File: config.mk
export PLATFORM = sky130hd
export DESIGN_NAME = alu_seq
export DESIGN_NICKNAME = d
export VERILOG_FILES = /design/src/rtl/alu_defs_pkg.sv /design/src/rtl/alu.sv /design/src/rtl/alu_seq.sv
export SDC_FILE = /design/constraint.sdc
export NUM_CORES = 1
export LEC_CHECK = 0
export BUFFER_PORTS_ARGS = -buffer_cell sky130_fd_sc_hd__buf_2
export CORE_ASPECT_RATIO = 0.8
export CORE_MARGIN = 8
export CORE_UTILIZATION = 45
export CTS_CLUSTER_DIAMETER = 150
export DETAILED_ROUTE_END_ITERATION = 6
export PLACE_DENSITY_LB_ADDON = 0.1
export SLEW_MARGIN = 20
export SYNTH_ARGS = -nofsm -noshare
export SYNTH_HDL_FRONTEND = slang
export SYNTH_SLANG_ARGS = --single-unit
File: constraint.sdc
create_clock -name clk_i -period 2.84 [get_ports clk_i]
set_input_delay 0.284 -clock clk_i [delete_from_list [all_inputs] [get_ports clk_i]]
set_output_delay 0.284 -clock clk_i [all_outputs]
set_load 0.01 [all_outputs]
File: src/rtl/alu_defs_pkg.sv
// Shared definitions for the ALU and its command sequencer: operation
// encodings, sequencer states and the data width.
package alu_defs;

   localparam int DATA_W = 8;

   typedef enum logic [2:0] {
      ALU_ADI = 3'b000,
      ALU_ADD = 3'b001,
      ALU_SUB = 3'b010,
      ALU_AND = 3'b011,
      ALU_ORR = 3'b100,
      ALU_XOR = 3'b101,
      ALU_LSL = 3'b110,
      ALU_LSR = 3'b111
   } alu_func_e;

   typedef enum logic [1:0] {
      S_IDLE = 2'b00,
      S_EXEC = 2'b01,
      S_DONE = 2'b10
   } seq_state_e;

   function automatic logic is_shift(input logic [2:0] func);
      return (func == ALU_LSL) || (func == ALU_LSR);
   endfunction

endpackage

File: src/rtl/alu.sv
// Combinational 8-bit ALU. Shifts move B by exactly one bit; the carry flag
// is the 9th bit for ADI/ADD/SUB (borrow for SUB) and zero otherwise.
module alu
   import alu_defs::*;
(
   input  logic [2:0]        func_i,
   input  logic [DATA_W-1:0] a_i,
   input  logic [DATA_W-1:0] b_i,
   output logic [DATA_W-1:0] res_o,
   output logic              fz_o,
   output logic              fc_o
);

   alu_func_e   func;
   logic [DATA_W:0] sum;

   assign func = alu_func_e'(func_i);

   // A single 9-bit result carries both the data and the carry/borrow bit
   always_comb begin
      sum = '0;
      case (func)
         ALU_ADI, ALU_ADD: sum = {1'b0, a_i} + {1'b0, b_i};
         ALU_SUB:          sum = {1'b0, a_i} - {1'b0, b_i};
         ALU_AND:          sum = {1'b0, a_i & b_i};
         ALU_ORR:          sum = {1'b0, a_i | b_i};
         ALU_XOR:          sum = {1'b0, a_i ^ b_i};
         ALU_LSL:          sum = {1'b0, b_i[DATA_W-2:0], 1'b0};
         ALU_LSR:          sum = {2'b00, b_i[DATA_W-1:1]};
         default:          sum = '0;
      endcase
   end

   assign res_o = sum[DATA_W-1:0];
   assign fc_o  = sum[DATA_W];
   assign fz_o  = (sum[DATA_W-1:0] == '0);

endmodule

File: src/rtl/alu_seq.sv
// Multi-cycle sequencer in front of the ALU: latches one command, iterates
// single-bit shifts, and holds the registered result on a valid/ready channel.
module alu_seq
   import alu_defs::*;
(
   input  logic        clk_i,
   input  logic        rst_i,
   input  logic        cmd_valid_i,
   output logic        cmd_ready_o,
   input  logic [2:0]  cmd_func_i,
   input  logic [7:0]  cmd_a_imm_i,
   input  logic [3:0]  cmd_a_mem_i,
   input  logic [7:0]  cmd_b_i,
   input  logic [2:0]  cmd_cnt_i,
   output logic        res_valid_o,
   input  logic        res_ready_i,
   output logic [7:0]  res_data_o,
   output logic        res_fz_o,
   output logic        res_fc_o,
   output logic        busy_o
);

   seq_state_e  state_q, state_d;
   logic [2:0]  func_q, func_d;
   logic [7:0]  a_imm_q, a_imm_d;
   logic [3:0]  a_mem_q, a_mem_d;
   logic [7:0]  b_q, b_d;
   logic [2:0]  cnt_q, cnt_d;
   logic [7:0]  res_data_q, res_data_d;
   logic        res_fz_q, res_fz_d;
   logic        res_fc_q, res_fc_d;

   logic [7:0]  alu_a;
   logic [7:0]  alu_res;
   logic        alu_fz;
   logic        alu_fc;
   logic        cmd_accept;

   // The ALU only ever sees latched operands, never the command ports
   assign alu_a = (func_q == ALU_ADI) ? a_imm_q : {4'b0000, a_mem_q};

   alu u_alu (
      .func_i (func_q),
      .a_i    (alu_a),
      .b_i    (b_q),
      .res_o  (alu_res),
      .fz_o   (alu_fz),
      .fc_o   (alu_fc)
   );

   assign cmd_ready_o = (state_q == S_IDLE) && !rst_i;
   assign cmd_accept  = cmd_valid_i && cmd_ready_o;
   assign res_valid_o = (state_q == S_DONE);
   assign busy_o      = (state_q != S_IDLE);
   assign res_data_o  = res_data_q;
   assign res_fz_o    = res_fz_q;
   assign res_fc_o    = res_fc_q;

   always_comb begin
      state_d    = state_q;
      func_d     = func_q;
      a_imm_d    = a_imm_q;
      a_mem_d    = a_mem_q;
      b_d        = b_q;
      cnt_d      = cnt_q;
      res_data_d = res_data_q;
      res_fz_d   = res_fz_q;
      res_fc_d   = res_fc_q;
      case (state_q)
         S_IDLE: begin
            if (cmd_accept) begin
               func_d  = cmd_func_i;
               a_imm_d = cmd_a_imm_i;
               a_mem_d = cmd_a_mem_i;
               b_d     = cmd_b_i;
               cnt_d   = is_shift(cmd_func_i) ? cmd_cnt_i : 3'd0;
               state_d = S_EXEC;
            end
         end
         S_EXEC: begin
            // Shifts feed the one-bit result back into B until the count runs out
            if (is_shift(func_q)) begin
               b_d = alu_res;
            end
            if (is_shift(func_q) && (cnt_q != 3'd0)) begin
               cnt_d = cnt_q - 3'd1;
            end else begin
               res_data_d = alu_res;
               res_fz_d   = alu_fz;
               res_fc_d   = alu_fc;
               state_d    = S_DONE;
            end
         end
         S_DONE: begin
            if (res_ready_i) begin
               state_d = S_IDLE;
            end
         end
         default: state_d = S_IDLE;
      endcase
   end

   always_ff @(posedge clk_i) begin
      if (rst_i) begin
         state_q    <= S_IDLE;
         func_q     <= 3'd0;
         a_imm_q    <= 8'd0;
         a_mem_q    <= 4'd0;
         b_q        <= 8'd0;
         cnt_q      <= 3'd0;
         res_data_q <= 8'd0;
         res_fz_q   <= 1'b0;
         res_fc_q   <= 1'b0;
      end else begin
         state_q    <= state_d;
         func_q     <= func_d;
         a_imm_q    <= a_imm_d;
         a_mem_q    <= a_mem_d;
         b_q        <= b_d;
         cnt_q      <= cnt_d;
         res_data_q <= res_data_d;
         res_fz_q   <= res_fz_d;
         res_fc_q   <= res_fc_d;
      end
   end

endmodule

# ---- Yosys cells after proc, flatten, opt, wreduce, memory -nomap -nowiden
# Index checks and enable logic that the tools add are counted.
dict set report op_classes {
  n_addsub 3
  n_eq_ne 16
  n_mux 13
  bitwise_logic 4
  reduce_logical 18
}
# operator n
set ops {}
lappend ops {{$pmux W9 S7} 1}
lappend ops {{$mux W8} 3}
lappend ops {{$eq A3 B3 Y1 const B} 6}
lappend ops {{$pmux W8 S2} 1}
lappend ops {{$add A8 B8 Y9} 1}
lappend ops {{$mux W3} 3}
lappend ops {{$reduce_and A3 Y1} 3}
lappend ops {{$sub A8 B8 Y9} 1}
lappend ops {{$and A8 B8 Y8} 1}
lappend ops {{$logic_not A8 Y1} 1}
lappend ops {{$ne A2 B2 Y1 const B} 4}
lappend ops {{$or A8 B8 Y8} 1}
lappend ops {{$xor A8 B8 Y8} 1}
lappend ops {{$eq A3 B2 Y1 const B} 2}
lappend ops {{$mux W2} 3}
lappend ops {{$pmux W2 S3} 1}
lappend ops {{$pmux W3 S2} 1}
lappend ops {{$reduce_and A2 Y1} 2}
lappend ops {{$reduce_bool A2 Y1} 2}
lappend ops {{$eq A3 B1 Y1 const B} 1}
lappend ops {{$logic_and A1 B1 Y1} 3}
lappend ops {{$logic_not A3 Y1} 1}
lappend ops {{$reduce_bool A3 Y1} 1}
lappend ops {{$sub A3 B1 Y3 const B} 1}
lappend ops {{8 further kinds} 9}
dict set report word_totals {
  ff_bits 38
  out_inout_bits 13
  elab_cells 63
}

# ---- Logic depth before layout (Yosys ltp)
dict set report depth {
  ltp_word 6
  mapped_depth 14
}

# ---- Hierarchy
# A second synthesis with hierarchy kept.
dict set report hier_totals {
  cells_unflattened 383
  area_unflattened_um2 3042.9
}
# mod n_inst cells_each area_per_inst_um2 seq_area_each_um2
set modules_own_cells {}
lappend modules_own_cells {alu_seq 1 205 1779.2 760.7}
lappend modules_own_cells {alu 1 178 1263.7 0.0}

# ---- Least setup slack after synthesis
# No wires, ideal clock.
dict set report synth_path {
  kind {reg-to-reg}
  startpoint {register func_q[2]}
  endpoint {register b_q[6]}
  setup_ns 0.088
  arrival_time_ns 2.712
  slack_ns 0.040
  stages_incl_launch_ff 13
  n_path_buf 1
  synth_period_minus_slack_ns 2.800
  cell_sequence {dfxtp_1 -> buf_6 -> nor3_2 -> mux2i_1 -> inv_1 -> ha_1 -> and2_1 -> a32oi_1 -> a31oi_2 -> o21a_1 -> o31ai_4 -> nand3_2 -> a311oi_2}
}
dict set report synth_between {
  elab_chain_cells 6
  elab_cells_between_ends 21
  classes_between {add/sub (2); eq/ne (8); mux (4); bitwise (3); reduce/logical (4)}
}
# item line_no
set synth_rtl {}
lappend synth_rtl {{start, declared} alu_seq.sv:24} ;# logic [2:0] func_q, func_d;
lappend synth_rtl {{start signal, assigned} alu_seq.sv:116} ;# func_q <= func_d;
lappend synth_rtl {{$logic_not A3 Y1} {alu.sv:22, alu_seq.sv:40}}
lappend synth_rtl {{$mux W8} alu_seq.sv:40} ;# assign alu_a = (func_q == ALU_ADI) ? a_imm_q : {4'b0000, a_mem_q};
lappend synth_rtl {{$sub A8 B8 Y9 (tied with other cells)} alu.sv:24} ;# ALU_SUB: sum = {1'b0, a_i} - {1'b0, b_i};
lappend synth_rtl {{$pmux W9 S7} alu.sv:22} ;# case (func)
lappend synth_rtl {{$mux W8} alu_seq.sv:82} ;# if (is_shift(func_q)) begin
lappend synth_rtl {{$pmux W8 S2} alu_seq.sv:69} ;# case (state_q)
lappend synth_rtl {{end signal, assigned} alu_seq.sv:109} ;# b_q <= 8'd0;
lappend synth_rtl {{end signal, assigned} alu_seq.sv:119} ;# b_q <= b_d;
lappend synth_rtl {{end, declared} alu_seq.sv:27} ;# logic [7:0] b_q, b_d;
# Parallel ways exist; a longest one is shown, timed or not. The select of a mux whose other input is x is not followed.
# A chain may end at the register's enable or synchronous reset.

# ---- Worst setup path after layout
dict set report layout_path {
  startpoint {register func_q[1]}
  endpoint {register res_fz_q, in the netlist res_fz_o}
}
dict set report layout_between {
  elab_chain_cells 5
  elab_cells_between_ends 21
  classes_between {add/sub (2); eq/ne (7); mux (2); bitwise (4); reduce/logical (6)}
}
# item line_no
set layout_rtl {}
lappend layout_rtl {{$logic_not A3 Y1 / $eq A3 B3 Y1 (equally long branches)} {alu.sv:22, alu_seq.sv:40, alu_defs_pkg.sv:25}}
lappend layout_rtl {{$mux W8 / $logic_or A1 B1 Y1 (equally long branches)} {alu_seq.sv:40, alu_defs_pkg.sv:25}}
lappend layout_rtl {{$sub A8 B8 Y9 (tied with other cells)} alu.sv:24}
lappend layout_rtl {{$pmux W9 S7 / $not A1 Y1 (equally long branches)} n/a}
lappend layout_rtl {{$logic_not A8 Y1 / $reduce_and A2 Y1 (equally long branches)} n/a}
lappend layout_rtl {{end signal, assigned} alu_seq.sv:122} ;# res_fz_q <= res_fz_d;
lappend layout_rtl {{end, declared} alu_seq.sv:30} ;# logic res_fz_q, res_fz_d;
# Parallel ways exist; a longest one is shown, timed or not.

==> metrics.md <==
| Metric | Value |
|---|---|
| PD cells | `588.9 nW/um^2` |
| Global-route wire length before repair | `13490 um` |
| Final Hold Viols | `0` |
| GPL Wtd Cong | `0.9313` |
| Crit path DAT | `2970 ps` |
| Fin cells | `527` |
| Antenna diodes | `0` |
| Pins Over Slew Limit | `0` |
| Clock root buffer | `clkbuf_8` |
| DRT Wirelength | `8238 um` |
| Clk Latency, worst-skew pair | `300 ps` |
| Max Root-Sink Buffers | `2` |
| # IOs | `43` |
| Critical Path RT | `3030 ps` |
| Max VDD drop | `267.5 uV` |
| Antenna-violating nets left | `0` |
| Worst slew pin tran | `688.7 ps` |
| Critical path's largest stage delay | `570 ps` |
| Setup crit start | `func_q[1]` |
| Most common cell in the netlist | `nand2_1` |
| Initial antenna violation count | `0` |
| Cell breakdown of the critical path | `or4b_4, a221oi_4, nor2_2, ha_4, o221ai_4, a31oi_2, o21a_1, o31ai_4, nand2_1, a41o_1` |
| Worst reg-to-reg path cell count | `10` |
| Row cnt | `26` |
| Cell count after placement | `512` |
| Max_cap viols | `0` |
| Total core area | `6279 um^2` |
| Most used flip-flop cell after synthesis | `dfxtp_1` |
| Crit path max-delay cell type | `or4b_4` |
| RSZ-0062 raised after global routing | `true` |
| Grt ovf | `0` |
| Worst setup SP type | `flip-flop` |
| HPWL Detailed | `6194 um` |
| TritonCTS clock tree | `built` |
| Status | `finished clean` |
| Top cells by area, synth | `dfxtp_1 27%, ha_1 10%, nand2_1 8.0%, o21ai_0 4.9%, nor2_1 4.1%` |
| DRC violations left | `0` |
| Num Clock Sinks | `38` |
| Area Growth Syn to Fin | `31.50%` |
| CTS Hold Bufs | `0` |
| Fmax achieved | `0.3604 GHz` |
| Filler cells | `594` |
| Final Critical Period | `2775 ps` |
| Final period util | `97.70%` |
| Total power | `2221 uW` |
| Setup-failing EPs final | `0` |
| Drt first pass iters | `4` |
| Post-synthesis average cell area | `7.751 um^2` |
| Min-Delay Path Class | `input port to flip-flop` |
| Critical path type | `flip-flop to flip-flop` |
| Relative slew slack | `54.08%` |
| Synthesis Warnings | `0` |
| Clk slew on worst S/H paths | `90 ps` |
| H-tree lvl count | `2` |
| Final hold slack | `171.2 ps` |
| Height of the die | `87.40 um` |
| Total Routing Usage GR | `17.97%` |
| EDFF count, synth | `0` |
| Fraction of registers with async set/reset | `0%` |
| Commonest cells post-synth | `61 x nand2_1, 38 x dfxtp_1, 31 x nor2_1, 28 x o21ai_0, 26 x inv_1` |
| Pin count of the biggest net entering global routing | `41` |
| Port bufs | `42` |
| Final #Nets | `496` |
| Reg2reg start | `func_q[1]` |
| Share of the synthesized area in the top cell type | `26.53%` |
| DR vias/cell | `5.408` |
| Setup crit end kind | `flip-flop` |
| Post-layout util | `60.06%` |
| Critical Path Fanout Max | `5` |
| Starting Density | `45.68%` |
| Synthesized area | `2868 um^2` |
| Leak | `0.001645 uW` |
| DRT iter0 DRCs | `213` |
| Synth unique cells | `57` |
| Share of layout cells above drive strength 1 | `33.41%` |
| Post-route clock skew | `4.979 ps` |
| Chip width | `105.3 um` |
| Cts bufs inserted | `5` |
| Number of synthesized register bits | `38` |
| Seq/Total Area, Yosys | `26.53%` |
| Worst hold path stage count | `3` |
| Vias in the first global route | `2756` |
| Hold_sp | `cmd_a_mem_i[3]` |
| Cell taking the most area after synthesis | `dfxtp_1` |
| Drt wl/cell | `15.63 um` |
| Area of the die | `9199 um^2` |
| Vias | `2850` |
| Cells after Synth | `370` |
| Syn_nets | `424` |
## state kept, by name, indices dropped and copies added, names as in the netlist
name and flops:
res_fz_o 1, b_q 8, a_mem_q 4, res_fc_o 1, state_q 2, res_data_o 8
cnt_q 3, a_imm_q 8, func_q 3
## placed cells by master (no fill, tap or decap), types with 4 or more instances in the layout
cell type,count
o21ai_0,27
nand2b_1,16
o211ai_1,5
inv_1,23
dfxtp_1,35
a311oi_1,5
o31ai_1,5
clkbuf_8,5
nor2b_1,5
ha_1,20
nand3_1,5
xnor2_1,6
buf_4,41
nor2_1,30
nand2_1,59
buf_2,42
a21oi_1,15
and2_1,4
## power by group
group          leakage, uW  internal (uW)  switching, uW
clock network    0.0000683            352            220
logic              0.00126            502            537
registers         0.000313            573           35.9
## metal layers
layer | up-vias | GRT usage, % | wire (um)
met2 | 73 | 28.47 | 3797
met4 | 0 | 4.910 | 25
met5 | - | 0 | 0
met1 | 1335 | 23.91 | 4000
li1 | 1439 | - | -
met3 | 3 | 3.920 | 415
## final cells by class
type / count / area (um^2) / area share, %
Multi-Input combinational cell: 285 / 2110 / 55.94
Inverter: 26 / 97.59 / 2.588
Clock inverter: 3 / 68.82 / 1.825
Timing Repair Buffer: 86 / 551.8 / 14.63
Tap cell: 84 / 105.1 / 2.787
Sequential cell: 38 / 769.5 / 20.40
Clock buffer: 5 / 68.82 / 1.825
## per-stage QoR
stage | setup TNS (ps) | worst slack, ps | instance area [um^2]
after CTS | 0 | 2.076 | 3532
after floorplan | 0 | 40.04 | 2868
after detailed placement | -471.5 | -124.1 | 3363
final | 0 | 65.22 | 3771
after global placement | -151.3 | -58.50 | 3363
after global routing | -207.0 | -75.18 | 3771
## worst max-delay path, delay by kind of cell, from the launching register on
family / cells / cell delay, ps
flops: 1 / 370
fa+ha+maj: 1 / 180
compound gates: 6 / 1360
simple gates: 3 / 760
## cells by family (layout without fill, tap and decap cells)
group | count (synthesis) | in the layout | share of synthesized area (%)
simple gates | 145 | 145 | 24.17
compound gates | 94 | 94 | 23.30
buf+inv | 47 | 120 | 6.806
flops | 38 | 38 | 26.53
fa+ha+maj | 26 | 26 | 11.21
xor+xnor | 10 | 10 | 3.054
mux | 10 | 10 | 4.930
## repair_timing
item / in CTS / in global routing
gates resized for setup: 9 / 39
setup buffers: 0 / 8
setup endpoints to repair: 9 / 12
pin swaps: 2 / 22
## path summary, 6_finish.rpt
kind	end	slack, ps
worst max register to register	res_fz_o	70
worst max-delay path	res_fz_o	70
worst min-delay path	a_mem_q[3]	170
worst min register to register	res_data_o[6]	450
(Power assumes the default switching activity.)
